## src/rtl/step_tracker.sv

```systemverilog
// Step statistics: edge-counted steps, distance and per-second rate tallies.
// All outputs are registered and saturate at the four-digit display limit.
module step_tracker #(
    parameter int CLK_HZ              = 100000000,
    parameter int STEPS_PER_HALF_MILE = 1024,
    parameter int EARLY_SECONDS       = 9,
    parameter int SAT_MAX             = 9999
) (
    input  logic        CLK,
    input  logic        RESET,
    input  logic        stepIn,
    output logic [13:0] totalSteps,
    output logic [13:0] distanceCovered,
    output logic [13:0] thirtyTwoStepsPerSecond,
    output logic [13:0] sixtyFourStepsPerSecond,
    output logic        secondTick
);

    localparam int WW = (CLK_HZ > 1) ? $clog2(CLK_HZ) : 1;
    localparam int HW = $clog2(STEPS_PER_HALF_MILE);

    localparam logic [WW-1:0] WIN_LAST = WW'(CLK_HZ - 1);
    localparam logic [13:0]   SAT      = 14'(SAT_MAX);
    localparam logic [3:0]    EARLY    = 4'(EARLY_SECONDS);
    localparam logic [7:0]    RATE_LO  = 8'd32;
    localparam logic [7:0]    RATE_HI  = 8'd64;

    logic          step_prev_q,  step_prev_d;
    logic [WW-1:0] window_cnt_q, window_cnt_d;
    logic          second_tick_q, second_tick_d;
    logic [7:0]    per_sec_q,    per_sec_d;
    logic [HW-1:0] half_sub_q,   half_sub_d;
    logic [3:0]    elapsed_q,    elapsed_d;
    logic [13:0]   total_q,      total_d;
    logic [13:0]   dist_q,       dist_d;
    logic [13:0]   early_q,      early_d;
    logic [13:0]   fast_q,       fast_d;

    logic          step_evt;
    logic          window_end;
    logic          half_wrap;
    logic [7:0]    per_sec_inc;
    logic [7:0]    n_final;

    // Event detection and the free-running one-second window
    always_comb begin
        step_evt      = stepIn & ~step_prev_q;
        step_prev_d   = stepIn;
        window_end    = (window_cnt_q == WIN_LAST);
        window_cnt_d  = window_cnt_q + 1'b1;
        if (window_end) begin
            window_cnt_d = '0;
        end
        second_tick_d = (window_cnt_d == WIN_LAST);
    end

    // A step landing on the tick edge is folded into the ending window
    always_comb begin
        per_sec_inc = per_sec_q;
        if (per_sec_q != 8'hFF) begin
            per_sec_inc = per_sec_q + 8'd1;
        end
        n_final = step_evt ? per_sec_inc : per_sec_q;
        per_sec_d = window_end ? 8'd0 : n_final;
    end

    // Lifetime step count and distance
    always_comb begin
        total_d = total_q;
        if (step_evt && (total_q < SAT)) begin
            total_d = total_q + 14'd1;
        end

        half_sub_d = half_sub_q;
        half_wrap  = 1'b0;
        if (step_evt) begin
            half_sub_d = half_sub_q + 1'b1;
            half_wrap  = &half_sub_q;
        end

        dist_d = dist_q;
        if (half_wrap && (dist_q < SAT)) begin
            dist_d = dist_q + 14'd1;
        end
    end

    // Per-window evaluation on the tick edge
    always_comb begin
        early_d   = early_q;
        fast_d    = fast_q;
        elapsed_d = elapsed_q;
        if (window_end) begin
            if ((elapsed_q < EARLY) && (n_final > RATE_LO)) begin
                early_d = early_q + 14'd1;
            end
            if ((n_final >= RATE_HI) && (fast_q < SAT)) begin
                fast_d = fast_q + 14'd1;
            end
            if (elapsed_q < EARLY) begin
                elapsed_d = elapsed_q + 4'd1;
            end
        end
    end

    always_ff @(posedge CLK or posedge RESET) begin
        if (RESET) begin
            step_prev_q   <= 1'b0;
            window_cnt_q  <= '0;
            second_tick_q <= 1'b0;
            per_sec_q     <= '0;
            half_sub_q    <= '0;
            elapsed_q     <= '0;
            total_q       <= '0;
            dist_q        <= '0;
            early_q       <= '0;
            fast_q        <= '0;
        end else begin
            step_prev_q   <= step_prev_d;
            window_cnt_q  <= window_cnt_d;
            second_tick_q <= second_tick_d;
            per_sec_q     <= per_sec_d;
            half_sub_q    <= half_sub_d;
            elapsed_q     <= elapsed_d;
            total_q       <= total_d;
            dist_q        <= dist_d;
            early_q       <= early_d;
            fast_q        <= fast_d;
        end
    end

    assign totalSteps              = total_q;
    assign distanceCovered         = dist_q;
    assign thirtyTwoStepsPerSecond = early_q;
    assign sixtyFourStepsPerSecond = fast_q;
    assign secondTick              = second_tick_q;

endmodule

```

## config.mk

```make
export PLATFORM = sky130hd
export DESIGN_NAME = step_tracker
export DESIGN_NICKNAME = d
export VERILOG_FILES = /design/src/rtl/step_tracker.sv
export SDC_FILE = /design/constraint.sdc
export NUM_CORES = 1
export LEC_CHECK = 0
export CAP_MARGIN = 40
export CORE_ASPECT_RATIO = 0.7
export CORE_MARGIN = 1.5
export CORE_UTILIZATION = 45
export CTS_CLUSTER_DIAMETER = 30
export CTS_CLUSTER_SIZE = 8
export DETAILED_ROUTE_END_ITERATION = 7
export PLACE_DENSITY = 0.67
export SLEW_MARGIN = 20
export SYNTH_ARGS = -nofsm -noshare
export SYNTH_HDL_FRONTEND = slang
export SYNTH_SLANG_ARGS = --single-unit
```

## constraint.sdc

```tcl
create_clock -name CLK -period 6.9 [get_ports CLK]
set_input_delay 1.38 -clock CLK [delete_from_list [all_inputs] [get_ports CLK]]
set_output_delay 1.38 -clock CLK [all_outputs]
set_load 0.01 [all_outputs]
```

Yosys cells after proc, flatten, opt, wreduce, memory -nomap -nowiden
Index checks and enable logic that the tools add are counted.
{"block": "op_classes", "add_sub_neg": 8, "order_cmp": 6, "n_eq_ne": 3, "n_mux": 5, "bitwise": 2, "n_reduce_logical": 8}
{"operator": "adder 14 x 1 -> 14 bit (second input constant)", "count": 4}
{"operator": "equality test 27 bit (second input constant)", "count": 2}
{"operator": "< comparator 14 bit (second input constant)", "count": 3}
{"operator": "adder 27 x 1 -> 27 bit (second input constant)", "count": 1}
{"operator": "two-way mux 27 bit", "count": 1}
{"operator": "two-way mux 8 bit", "count": 3}
{"operator": "adder 10 x 1 -> 10 bit (second input constant)", "count": 1}
{"operator": "AND reduction 10 bit", "count": 1}
{"operator": "adder 8 x 1 -> 8 bit (second input constant)", "count": 1}
{"operator": "greater-or-equal comparator 8 x 7 -> 1 bit (second input constant)", "count": 1}
{"operator": "> comparator 8 x 6 -> 1 bit (second input constant)", "count": 1}
{"operator": "!= test 8 bit (second input constant)", "count": 1}
{"operator": "AND reduction 2 bit", "count": 3}
{"operator": "adder 4 x 1 -> 4 bit (second input constant)", "count": 1}
{"operator": "logical AND 1 bit", "count": 4}
{"operator": "< comparator 4 bit (second input constant)", "count": 1}
{"operator": "bitwise AND 1 bit", "count": 1}
{"operator": "two-way mux 1 bit", "count": 1}
{"operator": "NOT 1 bit", "count": 1}
{"block": "word_totals", "ff_bits": 107, "input_bits": 3, "out_inout_bits": 57, "elab_cells": 42}

Logic depth before layout (Yosys ltp)
{"block": "logic_depth", "word_depth": 6, "mapped_depth": 9, "ltp_nobuf": 7}

Least setup slack after synthesis
OpenSTA, ideal clock, no wires.
{"block": "synth_path", "kind": "input to register", "start": "in stepIn", "end": "reg early_q[8] (netlist: thirtyTwoStepsPerSecond[8])", "setup_ns": 0.126, "t_arrival_ns": 2.854, "required_ns": 6.774, "path_slack_ns": 3.920, "stages": 8, "n_path_buf": 2, "cell_sequence": "nor2b_1 -> clkbuf_1 -> nand4_1 -> mux2i_1 -> nand4_1 -> clkbuf_1 -> nand4_1 -> xnor2_1"}
{"block": "synth_via", "elab_chain_len": 5}
{"item": "start, declared", "line_no": "11", "rtl": "input logic stepIn,"}
{"item": "bitwise AND 1 bit", "line_no": "47", "rtl": "step_evt = stepIn & ~step_prev_q;"}
{"item": "two-way mux 8 bit", "line_no": "63", "rtl": "n_final = step_evt ? per_sec_inc : per_sec_q;"}
{"item": "> comparator 8 x 6 -> 1 bit", "line_no": "93", "rtl": "if ((elapsed_q < EARLY) && (n_final > RATE_LO)) begin"}
{"item": "logical AND 1 bit", "line_no": "93"}
{"item": "AND reduction 2 bit (no line)"}
{"item": "end signal, assigned", "line_no": "126", "rtl": "early_q <= early_d;"}
{"item": "end, declared", "line_no": "36", "rtl": "logic [13:0] early_q, early_d;"}
No other way between the ends.
A chain may end at the register's enable or synchronous reset.

Final worst setup path
{"block": "layout_path", "start": "in stepIn", "end": "reg early_q[1] (netlist: thirtyTwoStepsPerSecond[1])"}
Same word-level chain as after synthesis.

==> results.env <==
OUTCOME='complete, no violations'
FIN_CELLS=751
INITIAL_CORE_UTIL_PCT=46.47
POST_SYNTH_INSTANCE_AREA_UM2=5488
FIRST_ITER_VIOLATIONS=333
TRITONCTS.NUM_BUFFERS=9
CTS_SETUP_BUFFERS=0
YOSYSWARNINGS=0
CTS_SINK_COUNT=107
P_INT_mW=1.067
WORST_CLOCK_SKEW_NS=0.006239
NETLIST.AREA_LEADER.SHARE_PCT=48.79
PLACED_CELLS=735
TIMING.CRITICAL_PATH.ARRIVAL_NS=3.96
DRIVE_ABOVE_1_SHARE_PCT=5.724
CRITICAL_PATH_REQUIRED_NS=7.13
FINAL.MIN_CLOCK_PERIOD_NS=3.733
SYNTHTOLAYOUTAREAGROWTH_PCT=18.26
PLACEABLECOREAREA_UM2=11810
GRT_ANTENNA_BEFORE_REPAIR=0
CRIT-REG2REG-CAPTURE='thirtyTwoStepsPerSecond[1]'
POWER_DENSITY_CELLS_nW_PER_UM2=221.3
CTS-HTREE-LEVELS=3
SYNTH_CELL_TYPE_COUNT=55
FLOORPLAN.DIE.WIDTH_UM=135.0
GROUTE.USAGE.OVERALL_PCT=18.77
CTS.PATH.MAX_BUFFERS=2
CRITPATHTOPFAMILY='multiplexers'
SEQ_POWER_SHARE_PCT=52.0
SOURCE_OF_THE_CRITICAL_TIMING_PATH='stepIn'
ROUTE.DETAILED.DRC=0
SYNTH_LARGEST_AREA_CELL='sky130_fd_sc_hd__dfrtp_1'
STATIC-LEAKAGE-POWER_nW=2.851
IO-PIN-COUNT=60
VDD.IR_DROP.WORST_mV=0.1562
POWER.SHARE.SWITCHING_PCT=25.72
RSZ0062_AT_GRT='false'
NUM_ANTENNA_CELLS=0
POST_CTS_HOLD_FIX_BUFS=0
COMB_POWER_SHARE_PCT=12.5
NUM_ROWS=33
LAYOUT.CORE_UTILIZATION_PCT=54.96
REMAINING_GLOBAL_ROUTE_OVERFLOW=0
FIRST_GLOBAL_VIAS=3777
DIE_AREA_UM2=12880
CRITICAL_PATH.SLOWEST_CELL='sky130_fd_sc_hd__a211oi_2'
R2R_CELLS=7
SLEW_AT_THE_PIN_CLOSEST_TO_ITS_MAX_SLEW_LIMIT_NS=0.8193
POST_SYNTH_INST_COUNT=535
END_KIND='register'
POSTCTSRESIZEDCELLS=0
GP_ROUTABILITY_CONGESTION=0.8547
DIEHEIGHT_UM=95.40
FINAL.HOLD.WORST_SLACK_NS=0.4668
P_TOTAL_mW=1.436
FINAL-SETUP-VIOL-COUNT=0
DR.PASS1.ITERS=5
PWR-SHARE-CLK_PCT=35.5
DOMINANTREGCELLSYNTH='sky130_fd_sc_hd__dfrtp_1'
DETAILROUTE.VIA_COUNT=4168
WORST_PATH_LARGEST_CELL_DELAY_NS=0.67
CP_NUM_BUF_INV=1
HOLDCRITPATHCLASS='register to register'
YS_ASYNC_SR_FRACTION_PCT=100.0
DP_HPWL_UM=7874
LAYOUT_FILLERS=1034
P_SW_mW=0.3693
DETAILEDPLACE.WORSTSLACK_NS=2.421
SYNTH_SEQUENTIAL_AREA_RATIO_PCT=48.79
POSTLAYOUTCELLAREA_UM2=6490
CTS_TREE='built'
PLACED_AREA_UM2=6187
CLOCK_TREE.ROOT_CELL='sky130_fd_sc_hd__clkbuf_16'
SYNTH.AVG_CELL_AREA_UM2=10.26
POST-ROUTE-PERIOD-UTIL_PCT=54.11
NUMBER_OF_MAX_CAP_VIOLATIONS=0
FINAL_CRITICAL_PATH_SETUP_SLACK_NS=3.167
MAXIMUM_NUMBER_OF_PINS_ON_ONE_NET_BEFORE_GLOBAL_ROUTE_REPAIR=59
CRIT_PATH_CELL_TRACE='clkdlybuf4s50_1, nand2b_1, nor3_2, mux2_2, a211oi_2, nand2_1, mux2_1'
DETAIL-ROUTE-ANTENNA-NETS=0
GRT_FIRST_PASS_WIRELENGTH_UM=18870
REPORT.FINAL.SLEW_VIOL_COUNT=0
FIN_TNS_SETUP_NS=0
STARTPOINT_TYPE='primary input'
CRITICAL_PATH.REG2REG.STARTPOINT='window_cnt_q[0]'
POSTSYNTHREGISTERBITS=107
DRT-TOTAL-WL_UM=11270
REGTOREGSETUPSLACK_NS=3.64
WORST-PATH-MAX-FANOUT=13
VIAS_PER_CELL=5.550
YOSYS-TOP-CELLS-AREA='sky130_fd_sc_hd__dfrtp_1 (49%), sky130_fd_sc_hd__xnor2_1 (7.8%), sky130_fd_sc_hd__xor2_1 (5.3%)'
NUMBER_OF_ENABLE_TYPE_REGISTER_CELLS_IN_THE_SYNTHESIZED_NETLIST=0
CLK-INSERTION-DELAY-LATE_NS=0.34
CRITPATHKIND='primary input to register'
CP_NUM_CELLS=7
WORST_PATH_CLK_SLEW_NS=0.07
FINAL-HOLD-VIOLATION-COUNT=0
FMAX_MHz=267.9
SYNTH_FP_NETS=547
CRIT_END='thirtyTwoStepsPerSecond[1]'
RELSLEWSLACK_PCT=44.88
IO_BUFFERS=59
AVGROUTEDWIREPERCELL_UM=15.00
FIN_NETS=602
## worst min path at each step
| stage | start | end | slack (ns) | cells after the start |
|---|---|---|---|---|
| floorplan | elapsed_q[3] | elapsed_q[3] | 0.43 | 1 |
| global placement | elapsed_q[3] | elapsed_q[3] | 0.44 | 1 |
| detailed placement | elapsed_q[3] | elapsed_q[3] | 0.45 | 1 |
| CTS | half_sub_q[9] | half_sub_q[9] | 0.47 | 1 |
| global route | thirtyTwoStepsPerSecond[13] | thirtyTwoStepsPerSecond[13] | 0.50 | 1 |
| finish | elapsed_q[3] | elapsed_q[3] | 0.47 | 1 |
## registers in the layout, indices dropped and copies added (netlist names)
name                     cells
per_sec_q                    8
step_prev_q                  1
window_cnt_q                27
elapsed_q                    4
half_sub_q                  10
distanceCovered             14
thirtyTwoStepsPerSecond     14
secondTick                   1
sixtyFourStepsPerSecond     14
totalSteps                  14
## routing by layer
layer  global-route usage (%)  vias up  wire (um)
li1                         -     2012          -
met1                    28.59     2041       5970
met2                    26.32      103       4666
met3                    4.838       12        532
met4                    4.749        0         99
met5                        0        -          0
## layout by cell type (no fill, tap or decap), drive strengths merged, types with 4 or more instances in the layout
cell           count
dfrtp            107
clkdlybuf4s50     59
nor2              51
xnor2             49
nand3             45
nand2             41
xor2              33
nand4             24
and3              19
nor3              17
clkbuf            13
inv               12
and4              10
a21oi             10
o21ai             10
ha                 9
nor4               9
mux2i              8
and2               8
mux2               6
nand2b             5
or3                5
nand4b             4
## power groups by stage
stage	logic (mW)	clock network, mW	registers [mW]
floorplan	0.124	0	0.743
global placement	0.178	0	0.753
detailed placement	0.181	0	0.755
CTS	0.182	0.529	0.744
global route	0.204	0.554	0.755
finish	0.180	0.510	0.746
## synth_stat cells, types with 2 or more instances
cell and n:
sky130_fd_sc_hd__nand2b_1 5, sky130_fd_sc_hd__buf_4 2, sky130_fd_sc_hd__a2111oi_0 2, sky130_fd_sc_hd__a41o_1 2
sky130_fd_sc_hd__or3_1 5, sky130_fd_sc_hd__xnor2_1 49, sky130_fd_sc_hd__xor2_1 33, sky130_fd_sc_hd__nand3_1 44
sky130_fd_sc_hd__o21ai_0 8, sky130_fd_sc_hd__o41ai_1 2, sky130_fd_sc_hd__o211a_1 2, sky130_fd_sc_hd__nand4b_1 3
sky130_fd_sc_hd__nor3_1 12, sky130_fd_sc_hd__nand4_1 24, sky130_fd_sc_hd__and4_1 10, sky130_fd_sc_hd__buf_6 2
sky130_fd_sc_hd__and3_1 18, sky130_fd_sc_hd__or3b_1 2, sky130_fd_sc_hd__nand2_1 41, sky130_fd_sc_hd__nor4_1 8
sky130_fd_sc_hd__or2_2 2, sky130_fd_sc_hd__nor4b_1 2, sky130_fd_sc_hd__a21oi_1 10, sky130_fd_sc_hd__ha_1 9
sky130_fd_sc_hd__mux2_2 4, sky130_fd_sc_hd__clkbuf_1 4, sky130_fd_sc_hd__and2_1 8, sky130_fd_sc_hd__nor3b_1 3
sky130_fd_sc_hd__o2111ai_1 3, sky130_fd_sc_hd__nor3_4 2, sky130_fd_sc_hd__nor3_2 3, sky130_fd_sc_hd__mux2i_1 8
sky130_fd_sc_hd__nor2b_1 2, sky130_fd_sc_hd__dfrtp_1 107, sky130_fd_sc_hd__o31ai_1 3, sky130_fd_sc_hd__o21ai_1 2
sky130_fd_sc_hd__mux2_1 2, sky130_fd_sc_hd__inv_1 12, sky130_fd_sc_hd__buf_2 9, sky130_fd_sc_hd__nor2_1 51
## cells by family after synthesis
| group | count (synthesis) | share of synthesized area, % |
|---|---|---|
| compound gates | 42 | 5.404 |
| simple gates | 252 | 25.38 |
| buf+inv | 29 | 2.599 |
| flops | 107 | 48.79 |
| mux | 14 | 2.690 |
| xor+xnor | 82 | 13.09 |
| fa+ha+maj | 9 | 2.052 |
## layout make-up
cell class	instances	area, um^2	share of cell area (%)
repair buffers	61	605.6	9.331
well taps	157	196.4	3.027
clock inverters	2	35.03	0.5398
flip-flops and latches	107	2678	41.26
inverters	12	47.55	0.7326
multi-input cells	399	2668	41.10
clock buffers	13	260.3	4.010
Power figures use the tool's default switching activity.
